**src/rtl/ram_cmd_scheduler.sv**
```systemverilog
// ram_cmd_scheduler: front-end command scheduler for the 8-bank RAM model.
// Arbitrates two requesters round-robin and tracks the open row of every bank.
// Sequences PRE/ACT/RD/WR/PREA/REF with tRP/tRCD/tRFC spacing, owns periodic
// refresh, and routes read data back to the requester that issued the read.
//
// Ports:
//   clk_t, reset_n            clock, synchronous active-low reset
//   reqN_valid/ready          request handshake (N = 0, 1)
//   reqN_rwb/addr/wdata       1 = write; addr = {bank[2:0], row[2:0], col[2:0]}
//   cmd_valid, cmd            registered command bus (0 NOP .. 6 REF)
//   cmd_bank/row/col          command address
//   cmd_auto_pre, cmd_wdata   auto-precharge flag, write data with WR
//   dram_rdata                read data from the RAM
//   rsp_valid/id/rdata        one-cycle read response
//
// Build option: define RAM_SCHED_CLOSE_PAGE_EN for a close-page policy (every
// RD/WR auto-precharges, then tRP is observed before returning to idle).
module ram_cmd_scheduler #(
  parameter int unsigned T_RCD        = 2,
  parameter int unsigned T_RP         = 2,
  parameter int unsigned T_RFC        = 5,
  parameter int unsigned REF_INTERVAL = 64,
  parameter int unsigned RD_LAT       = 2
) (
  input  logic        clk_t,
  input  logic        reset_n,
  input  logic        req0_valid,
  output logic        req0_ready,
  input  logic        req0_rwb,
  input  logic [8:0]  req0_addr,
  input  logic [15:0] req0_wdata,
  input  logic        req1_valid,
  output logic        req1_ready,
  input  logic        req1_rwb,
  input  logic [8:0]  req1_addr,
  input  logic [15:0] req1_wdata,
  output logic        cmd_valid,
  output logic [2:0]  cmd,
  output logic [2:0]  cmd_bank,
  output logic [2:0]  cmd_row,
  output logic [2:0]  cmd_col,
  output logic        cmd_auto_pre,
  output logic [15:0] cmd_wdata,
  input  logic [15:0] dram_rdata,
  output logic        rsp_valid,
  output logic        rsp_id,
  output logic [15:0] rsp_rdata
);

  localparam logic [2:0] CmdNop  = 3'd0;
  localparam logic [2:0] CmdAct  = 3'd1;
  localparam logic [2:0] CmdRd   = 3'd2;
  localparam logic [2:0] CmdWr   = 3'd3;
  localparam logic [2:0] CmdPre  = 3'd4;
  localparam logic [2:0] CmdPrea = 3'd5;
  localparam logic [2:0] CmdRef  = 3'd6;

  // Wait states hold for (k) cycles: loaded with k-1, leave when the count is 0.
  localparam logic [7:0]  RcdWait = 8'(T_RCD - 2);
  localparam logic [7:0]  RpWait  = 8'(T_RP - 2);
  localparam logic [7:0]  RfcWait = 8'(T_RFC - 2);
  localparam logic [15:0] RefLast = 16'(REF_INTERVAL - 1);
`ifdef RAM_SCHED_CLOSE_PAGE_EN
  localparam logic       AutoPre   = 1'b1;
  localparam logic [7:0] IssueWait = 8'(T_RP - 1);
`else
  localparam logic       AutoPre   = 1'b0;
`endif

  typedef enum logic [3:0] {
    StIdle, StPre, StWaitRp, StAct, StWaitRcd, StIssue,
    StRefPrea, StRefWaitRp, StRef, StWaitRfc
  } state_e;

  state_e            state_q;
  logic [7:0]        wait_q;
  logic              id_q, rwb_q;
  logic [8:0]        addr_q;
  logic [15:0]       wdata_q;
  logic [7:0]        open_q;
  logic [2:0]        open_row_q [8];
  logic              last_grant_q, ref_pending_q;
  logic [15:0]       ref_cnt_q;
  logic [RD_LAT-1:0] rd_vld_q, rd_id_q;
  logic              cmd_valid_q, cmd_auto_pre_q;
  logic [2:0]        cmd_q, cmd_bank_q, cmd_row_q, cmd_col_q;
  logic [15:0]       cmd_wdata_q;

  logic        grant_id, accept_en, acc_valid, acc_rwb;
  logic [8:0]  acc_addr;
  logic [15:0] acc_wdata;
  logic [2:0]  acc_bank, acc_row, lat_bank, lat_row, lat_col;

  // Round-robin: on a tie the requester not granted last time wins.
  always_comb begin
    grant_id = ~last_grant_q;
    if (req0_valid && !req1_valid)      grant_id = 1'b0;
    else if (req1_valid && !req0_valid) grant_id = 1'b1;
  end

  assign accept_en  = reset_n && (state_q == StIdle) && !ref_pending_q;
  assign req0_ready = accept_en && !grant_id;
  assign req1_ready = accept_en && grant_id;
  assign acc_valid  = grant_id ? (req1_valid && req1_ready) : (req0_valid && req0_ready);
  assign acc_rwb    = grant_id ? req1_rwb : req0_rwb;
  assign acc_addr   = grant_id ? req1_addr : req0_addr;
  assign acc_wdata  = grant_id ? req1_wdata : req0_wdata;
  assign acc_bank   = acc_addr[8:6];
  assign acc_row    = acc_addr[5:3];
  assign lat_bank   = addr_q[8:6];
  assign lat_row    = addr_q[5:3];
  assign lat_col    = addr_q[2:0];

  always_ff @(posedge clk_t) begin
    if (!reset_n) begin
      state_q        <= StIdle;
      wait_q         <= '0;
      id_q           <= 1'b0;
      rwb_q          <= 1'b0;
      addr_q         <= '0;
      wdata_q        <= '0;
      open_q         <= '0;
      for (int b = 0; b < 8; b++) open_row_q[b] <= '0;
      last_grant_q   <= 1'b1;
      ref_pending_q  <= 1'b0;
      ref_cnt_q      <= '0;
      rd_vld_q       <= '0;
      rd_id_q        <= '0;
      cmd_valid_q    <= 1'b0;
      cmd_q          <= CmdNop;
      cmd_bank_q     <= '0;
      cmd_row_q      <= '0;
      cmd_col_q      <= '0;
      cmd_auto_pre_q <= 1'b0;
      cmd_wdata_q    <= '0;
    end else begin
      cmd_valid_q    <= 1'b0;
      cmd_q          <= CmdNop;
      cmd_bank_q     <= '0;
      cmd_row_q      <= '0;
      cmd_col_q      <= '0;
      cmd_auto_pre_q <= 1'b0;
      cmd_wdata_q    <= '0;

      // Read return shift: a RD on the bus this cycle emerges RD_LAT cycles later.
      rd_vld_q[0] <= (state_q == StIssue) && !rwb_q;
      rd_id_q[0]  <= id_q;
      for (int i = 1; i < int'(RD_LAT); i++) begin
        rd_vld_q[i] <= rd_vld_q[i-1];
        rd_id_q[i]  <= rd_id_q[i-1];
      end

      if (!ref_pending_q) begin
        if (ref_cnt_q == RefLast) ref_pending_q <= 1'b1;
        else                      ref_cnt_q     <= ref_cnt_q + 16'd1;
      end

      // Each transition registers the command that is on the bus in the new state.
      case (state_q)
        StIdle: begin
          if (ref_pending_q) begin
            cmd_valid_q <= 1'b1;
            open_q      <= '0;
            if (|open_q) begin
              cmd_q   <= CmdPrea;
              state_q <= StRefPrea;
            end else begin
              cmd_q         <= CmdRef;
              ref_pending_q <= 1'b0;
              ref_cnt_q     <= '0;
              state_q       <= StRef;
            end
          end else if (acc_valid) begin
            id_q         <= grant_id;
            rwb_q        <= acc_rwb;
            addr_q       <= acc_addr;
            wdata_q      <= acc_wdata;
            last_grant_q <= grant_id;
            cmd_valid_q  <= 1'b1;
            cmd_bank_q   <= acc_bank;
            cmd_row_q    <= acc_row;
            if (open_q[acc_bank] && (open_row_q[acc_bank] == acc_row)) begin
              cmd_q          <= acc_rwb ? CmdWr : CmdRd;
              cmd_col_q      <= acc_addr[2:0];
              cmd_auto_pre_q <= AutoPre;
              cmd_wdata_q    <= acc_wdata;
              state_q        <= StIssue;
            end else if (open_q[acc_bank]) begin
              cmd_q            <= CmdPre;
              open_q[acc_bank] <= 1'b0;
              state_q          <= StPre;
            end else begin
              cmd_q                <= CmdAct;
              open_q[acc_bank]     <= 1'b1;
              open_row_q[acc_bank] <= acc_row;
              state_q              <= StAct;
            end
          end
        end
        StPre, StWaitRp: begin
          if (state_q == StPre && T_RP > 1) begin
            wait_q  <= RpWait;
            state_q <= StWaitRp;
          end else if (state_q == StWaitRp && wait_q != 8'd0) begin
            wait_q <= wait_q - 8'd1;
          end else begin
`ifdef RAM_SCHED_CLOSE_PAGE_EN
            state_q <= StIdle;
`else
            cmd_valid_q          <= 1'b1;
            cmd_q                <= CmdAct;
            cmd_bank_q           <= lat_bank;
            cmd_row_q            <= lat_row;
            open_q[lat_bank]     <= 1'b1;
            open_row_q[lat_bank] <= lat_row;
            state_q              <= StAct;
`endif
          end
        end
        StAct, StWaitRcd: begin
          if (state_q == StAct && T_RCD > 1) begin
            wait_q  <= RcdWait;
            state_q <= StWaitRcd;
          end else if (state_q == StWaitRcd && wait_q != 8'd0) begin
            wait_q <= wait_q - 8'd1;
          end else begin
            cmd_valid_q    <= 1'b1;
            cmd_q          <= rwb_q ? CmdWr : CmdRd;
            cmd_bank_q     <= lat_bank;
            cmd_row_q      <= lat_row;
            cmd_col_q      <= lat_col;
            cmd_auto_pre_q <= AutoPre;
            cmd_wdata_q    <= wdata_q;
            state_q        <= StIssue;
          end
        end
        StIssue: begin
`ifdef RAM_SCHED_CLOSE_PAGE_EN
          // Auto-precharge closes the bank; hold off the next access for tRP.
          open_q[lat_bank] <= 1'b0;
          wait_q           <= IssueWait;
          state_q          <= StWaitRp;
`else
          state_q <= StIdle;
`endif
        end
        StRefPrea, StRefWaitRp: begin
          if (state_q == StRefPrea && T_RP > 1) begin
            wait_q  <= RpWait;
            state_q <= StRefWaitRp;
          end else if (state_q == StRefWaitRp && wait_q != 8'd0) begin
            wait_q <= wait_q - 8'd1;
          end else begin
            cmd_valid_q   <= 1'b1;
            cmd_q         <= CmdRef;
            open_q        <= '0;
            ref_pending_q <= 1'b0;
            ref_cnt_q     <= '0;
            state_q       <= StRef;
          end
        end
        StRef: begin
          if (T_RFC > 1) begin
            wait_q  <= RfcWait;
            state_q <= StWaitRfc;
          end else begin
            state_q <= StIdle;
          end
        end
        StWaitRfc: begin
          if (wait_q != 8'd0) wait_q  <= wait_q - 8'd1;
          else                state_q <= StIdle;
        end
        default: state_q <= StIdle;
      endcase
    end
  end

  assign cmd_valid    = cmd_valid_q;
  assign cmd          = cmd_q;
  assign cmd_bank     = cmd_bank_q;
  assign cmd_row      = cmd_row_q;
  assign cmd_col      = cmd_col_q;
  assign cmd_auto_pre = cmd_auto_pre_q;
  assign cmd_wdata    = cmd_wdata_q;

  // Read data is passed straight through in the cycle the response emerges.
  assign rsp_valid = rd_vld_q[RD_LAT-1];
  assign rsp_id    = rd_vld_q[RD_LAT-1] & rd_id_q[RD_LAT-1];
  assign rsp_rdata = rd_vld_q[RD_LAT-1] ? dram_rdata : 16'h0000;

endmodule
```
**config.mk**
```make
export PLATFORM = sky130hd
export DESIGN_NAME = ram_cmd_scheduler
export DESIGN_NICKNAME = d
export VERILOG_FILES = /design/src/rtl/ram_cmd_scheduler.sv
export SDC_FILE = /design/constraint.sdc
export NUM_CORES = 1
export LEC_CHECK = 0
export ABC_AREA = 0
export BUFFER_PORTS_ARGS = -buffer_cell sky130_fd_sc_hd__buf_2
export CORE_ASPECT_RATIO = 0.8
export CORE_MARGIN = 2
export CORE_UTILIZATION = 56
export DETAILED_ROUTE_END_ITERATION = 10
export GPL_TIMING_DRIVEN = 0
export HOLD_SLACK_MARGIN = 0.03
export PLACE_DENSITY = 0.93
export SLEW_MARGIN = 20
export SYNTH_ARGS = -nofsm -noshare
export SYNTH_HDL_FRONTEND = slang
export SYNTH_SLANG_ARGS = --single-unit
export TNS_END_PERCENT = 100
```
**constraint.sdc**
```tcl
create_clock -name clk_t -period 3.55 [get_ports clk_t]
set_input_delay 0.1775 -clock clk_t [delete_from_list [all_inputs] [get_ports clk_t]]
set_output_delay 0.1775 -clock clk_t [all_outputs]
set_load 0.05 [all_outputs]
```
Yosys cells after proc, flatten, opt, wreduce, memory -nomap -nowiden
Memory sizes are Yosys's and may differ from the RTL's.
Index checks and enable logic that the tools add are counted.
{"block": "totals", "wordCells": 214, "register_bits": 98, "n_memories": 1, "mem_bits_rw": 24}
{"block": "op_classes", "mux": 123, "eq_ne": 25, "magnitude_cmp": 4, "n_addsub": 2, "n_bitwise": 7, "reduce_logical": 34}
{"name": "open_row_q", "words": 8, "width": 3, "rd": 1, "rd_ports_with_merged_regs": 0, "wr": 8, "line_no": "81", "source": "logic [2:0] open_row_q [8];"}
{"op": "16-bit two-way mux", "count": 13}
{"op": "8-bit two-way mux", "count": 15}
{"op": "3-bit two-way mux", "count": 28}
{"op": "16-bit case mux with 2 select lines", "count": 2}
{"op": "4-bit two-way mux", "count": 10}
{"op": "8-bit case mux with 5 select lines", "count": 1}
{"op": "1-bit two-way mux", "count": 38}
{"op": "3-bit inequality test, second input constant", "count": 8}
{"op": "4-bit case mux with 6 select lines", "count": 1}
{"op": "8-bit case mux with 3 select lines", "count": 1}
{"op": "3-bit case mux with 3 select lines", "count": 2}
{"op": "16-bit by 1-bit adder with 16-bit output, second input constant", "count": 1}
{"op": "16-bit by 6-bit equality test with 1-bit output, second input constant", "count": 1}
{"op": "4-bit by 3-bit equality test with 1-bit output, second input constant", "count": 4}
{"op": "8-bit OR", "count": 2}
{"op": "1-bit logical AND", "count": 15}
{"op": "2-bit inequality test, second input constant", "count": 6}
{"op": "3-bit case mux with 4 select lines", "count": 1}
{"op": "5-bit AND reduction", "count": 2}
{"op": "9-bit two-way mux", "count": 1}
{"op": "8-bit AND", "count": 1}
{"op": "4-bit by 2-bit equality test with 1-bit output, second input constant", "count": 2}
{"op": "4-bit equality test, second input constant", "count": 2}
{"op": "3-bit by 4-bit < comparator with 1-bit output, second input constant", "count": 2}
{"op": "23 further kinds", "count": 36}

Logic depth before layout (Yosys ltp)
Gate-level depths: netlist (run 1).
{"block": "logic_depth", "depth_word": 17, "mapped_depth": 12, "depth_no_buf": 10}

Least setup slack after synthesis (run 1)
Ideal clock, no wire load.
{"block": "synth_timing", "path_type": "register to register", "startpoint": "register last_grant_q", "endpoint": "memory open_row_q[7][0] (enable)", "stages_incl_launch_ff": 11, "required_ps": 3248, "t_arrival_ps": 2337, "path_slack_ps": 911, "period_less_slack_ps": 2639, "path_cell_list": "dfxtp_1 > or2_2 > o21ai_0 > nor2_1 > buf_2 > a31o_2 > o22ai_1 > and2_1 > a32oi_1 > or2_2 > nand2_1"}
{"item": "from (decl)", "line_no": "82", "source": "logic last_grant_q, ref_pending_q;"}
{"item": "from (signal assigned)", "line_no": "178", "source": "last_grant_q <= grant_id;"}
{"item": "to (decl)", "line_no": "81"}

==> results of run 1 <==
[registers in the layout, summed over array words and instances (netlist names)]
name and flops:
cmd 3, cmd_wdata 16, addr_q 9, cmd_col 3
rd_vld_q 2, last_grant_q 1, ref_cnt_q 16, rd_id_q 2
state_q 4, id_q 1, cmd_row 3, cmd_valid 1
open_q 8, wait_q 8, rwb_q 1, ref_pending_q 1
open_row_q 24, cmd_bank 3, wdata_q 16
[tightest hold or removal path: stages]
cell and delay, ps:
buf_2 70, mux2i_1 90, o21ai_2 110
[routing by layer]
metal | up-vias | global-route usage
li1 | 2912 | -
met1 | 2828 | 0.363
met2 | 389 | 0.476
met3 | 83 | 0.0705
met4 | 0 | 0.119
met5 | - | 0
[cells in the mapped netlist, types with 19 or more instances]
cell,instances
o211a_1,21
o21ai_0,30
and3_1,23
clkbuf_1,32
o21ai_2,19
edfxtp_1,24
a21oi_1,42
dfxtp_1,98
and2_1,25
mux2i_1,28
nand2_1,99
nor2_1,87
[power breakdown]
| group | internal (mW) | switching, mW |
|---|---|---|
| Clock | 1.02 | 0.679 |
| Sequential | 1.62 | 0.145 |
| Combinational | 0.732 | 1.37 |
| Total | 3.37 | 2.20 |
[placed cells by master (no fill, tap or decap), drive strengths merged, types with 4 or more instances in the layout]
cell type,n
nor2b,13
edfxtp,24
nand3,17
o32ai,4
o32a,4
mux2i,29
clkinv,6
a31oi,9
nor3,11
a21boi,4
a21oi,44
a2111oi,9
nand2,100
a211oi,8
nor4,5
o211a,21
o22ai,6
or3,6
and2,25
a31o,6
and3,23
or2,9
xor2,10
xnor2,9
clkbuf,50
nor2,87
o21ai,49
inv,16
dfxtp,98
o21a,5
buf,134
[layout make-up]
cell class,instances,area [um2],share of cell area
plain buffers,46,219,0.0283
flip-flops and latches,122,2680,0.347
inverters,12,45.0,0.00583
clock buffers,18,450,0.0583
well taps,144,180,0.0233
multi-input cells,555,3410,0.442
clock inverters,14,135,0.0175
repair buffers,120,601,0.0777
[cells by family (layout without fill, tap and decap cells)]
group	count (synthesis)	after routing	share of synthesized area
AO/OA/AOI/OAI	191	191	0.218
adder cells (fa/ha/maj)	3	3	0.00590
AND/OR/NAND/NOR	309	309	0.231
buffers and inverters	58	210	0.0415
XOR/XNOR	19	19	0.0285
flip-flops	122	122	0.422
multiplexers	32	32	0.0535
other	1	1	0.000590
[path summary, 6_finish.rpt]
path,from,to,slack [ps],cells after the start
max,wait_q[3],open_row_q[0][2],270,7
min,req1_wdata[1],cmd_wdata[1],60,3
max reg2reg,wait_q[3],open_row_q[0][2],270,7
min reg2reg,rd_vld_q[0],rd_vld_q[1],430,1
==> impl_metrics.json, run 1 <==
{
  "fin_crit_sh": 0.923,
  "grt_pass1_wl_mm": 27.8,
  "clk_latency_ps": 420,
  "crit_path_max_incr_delay_ps": 710,
  "required_ps": 3680,
  "postCtsHoldBufs": 0,
  "p_per_area_nw_per_um2": 720,
  "rsz0062_at_grt": "no",
  "layout-drive-gt1-share": 0.237,
  "clkTransAtPathRegs_ps": 60,
  "root_buffer": "clkbuf_16",
  "grt_pass1_vias": 5832,
  "cp_top_family": "simple AND/OR/NAND/NOR gates",
  "cts_buffers": 17,
  "fin_util": 0.704,
  "gp_congestion": 1.02,
  "grt_use_total": 0.289,
  "drtIter0Drc": 792,
  "drt-pass1-iter-count": 8,
  "setup_viol_count_final": 0,
  "cts_setup_buffers": 0,
  "met1Wirelength_mm": 6.71,
  "slowest_stage": "mux2i_1",
  "h-tree-depth": 4,
  "whs_ps": 56.0,
  "antenna_cells": 0,
  "ant_nets": 0,
  "finalMaxSlewViolations": 0,
  "highest_layer": "met4",
  "rows": 34,
  "met2_length_mm": 8.18,
  "cap_viol_max_count": 0,
  "syn_inst": 735,
  "final_area_um2": 7730,
  "grt_max_degree": 17,
  "synth_top_cell_by_area": "dfxtp_1",
  "die_h_um": 99.3,
  "cts_tree": "done",
  "hp-class": "in -> reg",
  "ios": 122,
  "fin_skew_ps": 11.3,
  "async_flop_share": 0,
  "end_kind": "flop",
  "fmax_ghz": 0.305,
  "vias_per_cell": 6.03,
  "place_area_um2": 7140,
  "place_hpwl_mm": 12.0,
  "wl_mm": 17.3,
  "area_growth_pct": 21.5,
  "yosysUniqueCellTypes": 69,
  "cts_resized": 0,
  "route.detailed.drc": 0,
  "dp_slack_ps": 369,
  "die_w_um": 123,
  "syn_area_um2": 6360,
  "crit_chain": "nor4_1 -> nand3_1 -> nor3_1 -> and3_1 -> clkbuf_1 -> mux2i_1 -> nor2_1",
  "cp_num_buf_inv": 1,
  "finalHoldViolCount": 0,
  "finalCriticalPeriod_ps": 3280,
  "postSynthRegisterBits": 122,
  "yosysWarnings": 0,
  "seq_area_frac_synth": 0.422,
  "io_buffers": 120,
  "synth_flop_cell": "dfxtp_1",
  "nets": 949,
  "yosysTopAreaCellShare": 0.308,
  "ir_worst_vdd_mv": 0.495,
  "wl_met3_mm": 1.78,
  "avgSynthCellArea_um2": 8.65,
  "fin_cells": 1031,
  "critPathKind": "reg -> reg",
  "n_fill_cell": 802,
  "synth_edf_count": 24,
  "fin_tns_setup_ps": 0,
  "grt_overflow": 0,
  "outcome": "finished, final reports clean",
  "crit_arrival_ps": 3410,
  "dieArea_um2": 12200,
  "placed_cells": 999,
  "cp_max_fo": 10,
  "start_util": 0.580,
  "wl_per_cell_um": 16.8,
  "vias": 6212,
  "cts_sinks": 122,
  "coreArea_um2": 11000,
  "fin_total_pwr_mw": 5.57,
  "synth.area.top_cells": "dfxtp_1, edfxtp_1, nand2_1",
  "slew_headroom": 0.450,
  "clk_path_buf_depth": 2,
  "tightest_slew_ps": 825,
  "worst_slack_ps": 272,
  "static-leakage-power_nw": 3.50,
  "worstSetupStartpointType": "flop",
  "synth_nets": 810,
  "antenna_found_initial": 0
}
No activity file was read; power rests on OpenSTA's default activity.
==> inputs of run 2 (changes only) <==
--- a/config.mk
+++ b/config.mk
@@ -9,11 +9,11 @@
 export BUFFER_PORTS_ARGS = -buffer_cell sky130_fd_sc_hd__buf_2
 export CORE_ASPECT_RATIO = 0.8
 export CORE_MARGIN = 2
-export CORE_UTILIZATION = 56
+export CORE_UTILIZATION = 29
 export DETAILED_ROUTE_END_ITERATION = 10
 export GPL_TIMING_DRIVEN = 0
 export HOLD_SLACK_MARGIN = 0.03
-export PLACE_DENSITY = 0.93
+export PLACE_DENSITY = 0.59
 export SLEW_MARGIN = 20
 export SYNTH_ARGS = -nofsm -noshare
 export SYNTH_HDL_FRONTEND = slang
==> impl_metrics.json, run 2 (synthesis results as in run 1) <==
{
  "grt_max_degree": 17,
  "root_buffer": "clkbuf_16",
  "drtIter0Drc": 452,
  "use_met3": 0.0370,
  "ios": 122,
  "cts_setup_buffers": 0,
  "fin_total_pwr_mw": 5.76,
  "end_kind": "flop",
  "cp_num_buf_inv": 1,
  "cts_sinks": 122,
  "fin_crit_sh": 0.927,
  "finalMaxSlewViolations": 0,
  "crit_path_max_incr_delay_ps": 750,
  "dieArea_um2": 23100,
  "clk_path_buf_depth": 2,
  "vias": 5909,
  "start_util": 0.295,
  "grt_pass1_vias": 5358,
  "regMostFlops": "open_row_q",
  "finalHoldViolCount": 0,
  "placed_cells": 1130,
  "critPathKind": "reg -> reg",
  "clk_latency_ps": 430,
  "finalCriticalPeriod_ps": 3290,
  "h-tree-depth": 4,
  "cts_tree": "done",
  "slowest_stage": "mux2i_1",
  "antenna_cells": 0,
  "hp-class": "in -> reg",
  "ant_nets": 0,
  "ir_worst_vdd_mv": 0.353,
  "outcome": "finished, final reports clean",
  "setup_viol_count_final": 0,
  "clkTransAtPathRegs_ps": 60,
  "io_buffers": 120,
  "final_cell_mix": "buf_2, nand2_1, dfxtp_1, nor2_1, a21oi_1",
  "required_ps": 3690,
  "area_growth_pct": 25.1,
  "use_met1": 0.218,
  "route.detailed.drc": 0,
  "cp_max_fo": 10,
  "static-leakage-power_nw": 3.53,
  "grt_busiest_layer": "met2",
  "wl_per_cell_um": 15.3,
  "nets": 949,
  "gp_congestion": 0.895,
  "cts_buffers": 17,
  "met2_usage": 0.231,
  "worstSetupStartpointType": "flop",
  "r2r_cells": 7,
  "cap_viol_max_count": 0,
  "place_hpwl_mm": 13.1,
  "fmax_ghz": 0.304,
  "tightest_slew_ps": 810,
  "grt_use_total": 0.154,
  "coreArea_um2": 21600,
  "fin_cells": 1162,
  "wl_mm": 17.8,
  "layout-drive-gt1-share": 0.236,
  "worst_slack_ps": 261,
  "grt_pass1_wl_mm": 28.1,
  "crit_chain": "nor4_1 -> nand3_1 -> nor3_1 -> and3_1 -> clkbuf_1 -> mux2i_1 -> nor2_1",
  "cp.depth": 7,
  "rows": 48,
  "crit_arrival_ps": 3430,
  "rsz0062_at_grt": "yes",
  "grt_overflow": 0,
  "p_per_area_nw_per_um2": 724,
  "die_h_um": 136,
  "postCtsHoldBufs": 0,
  "slew_headroom": 0.444,
  "final_common_cell": "buf_2",
  "die_w_um": 170,
  "antenna_found_initial": 0,
  "largest_register_ff_count": 24,
  "min_path_cells": 3,
  "cp_top_family": "simple AND/OR/NAND/NOR gates",
  "dp_slack_ps": 276,
  "vias_per_cell": 5.09,
  "fin_skew_ps": 12.9,
  "drt-pass1-iter-count": 5
}
[run 2: cell count changes in the layout (fill, tap and decap cells not counted), sizes merged]
cell      delta
bufinv       +4
inv          -2
clkinv       -1
clkinvlp     -1
[run 2: worst min-delay path: stages]
cell	delay (ps)
buf_2	70
mux2i_1	80
o21ai_2	110
[run 2: area by class of cell]
class	instances	area [um2]
Fill cell	2219	13600
Multi-Input combinational cell	555	3420
Sequential cell	122	2680
Timing Repair Buffer	120	601
Clock buffer	18	429
Tap cell	275	344
Buffer	46	219
Clock inverter	14	218
Inverter	12	45.0
[run 2: final timing paths]
path,startpoint,to,slack [ps]
worst max-delay path,wait_q[3],open_row_q[6][2],260
worst min-delay path,req1_wdata[3],cmd_wdata[3],40
worst max register to register,wait_q[3],open_row_q[6][2],260
worst min register to register,wdata_q[1],cmd_wdata[1],450
[run 2: where the power goes]
part / internal, mW / switching (mW) / leakage, nW
sequential: 1.62 / 0.138 / 1.05
combinational: 0.732 / 1.35 / 2.17
clock: 1.25 / 0.671 / 0.309
total: 3.60 / 2.16 / 3.53
[run 2: repair_timing]
action                     in CTS  in global routing
hold endpoints to repair        0                  0
resized for setup               0                  1
setup endpoints to repair       0                  8
[run 2: routing by layer]
layer,up-vias,routed length [um],share of wire
li1,2914,-,-
met1,2750,8610,0.48
met2,225,7790,0.44
met3,20,1190,0.067
met4,0,227,0.013
met5,-,0,0
[run 2: through the flow]
stage	utilization	hold slack (ps)	setup TNS (ps)	area, um2
CTS	0.369	30.2	0	7950
global placement	0.339	441	0	7310
finish	0.369	44.6	0	7960
floorplan	-	362	0	6360
global route	0.369	54.2	-0.661	7960
detailed placement	0.339	443	0	7310
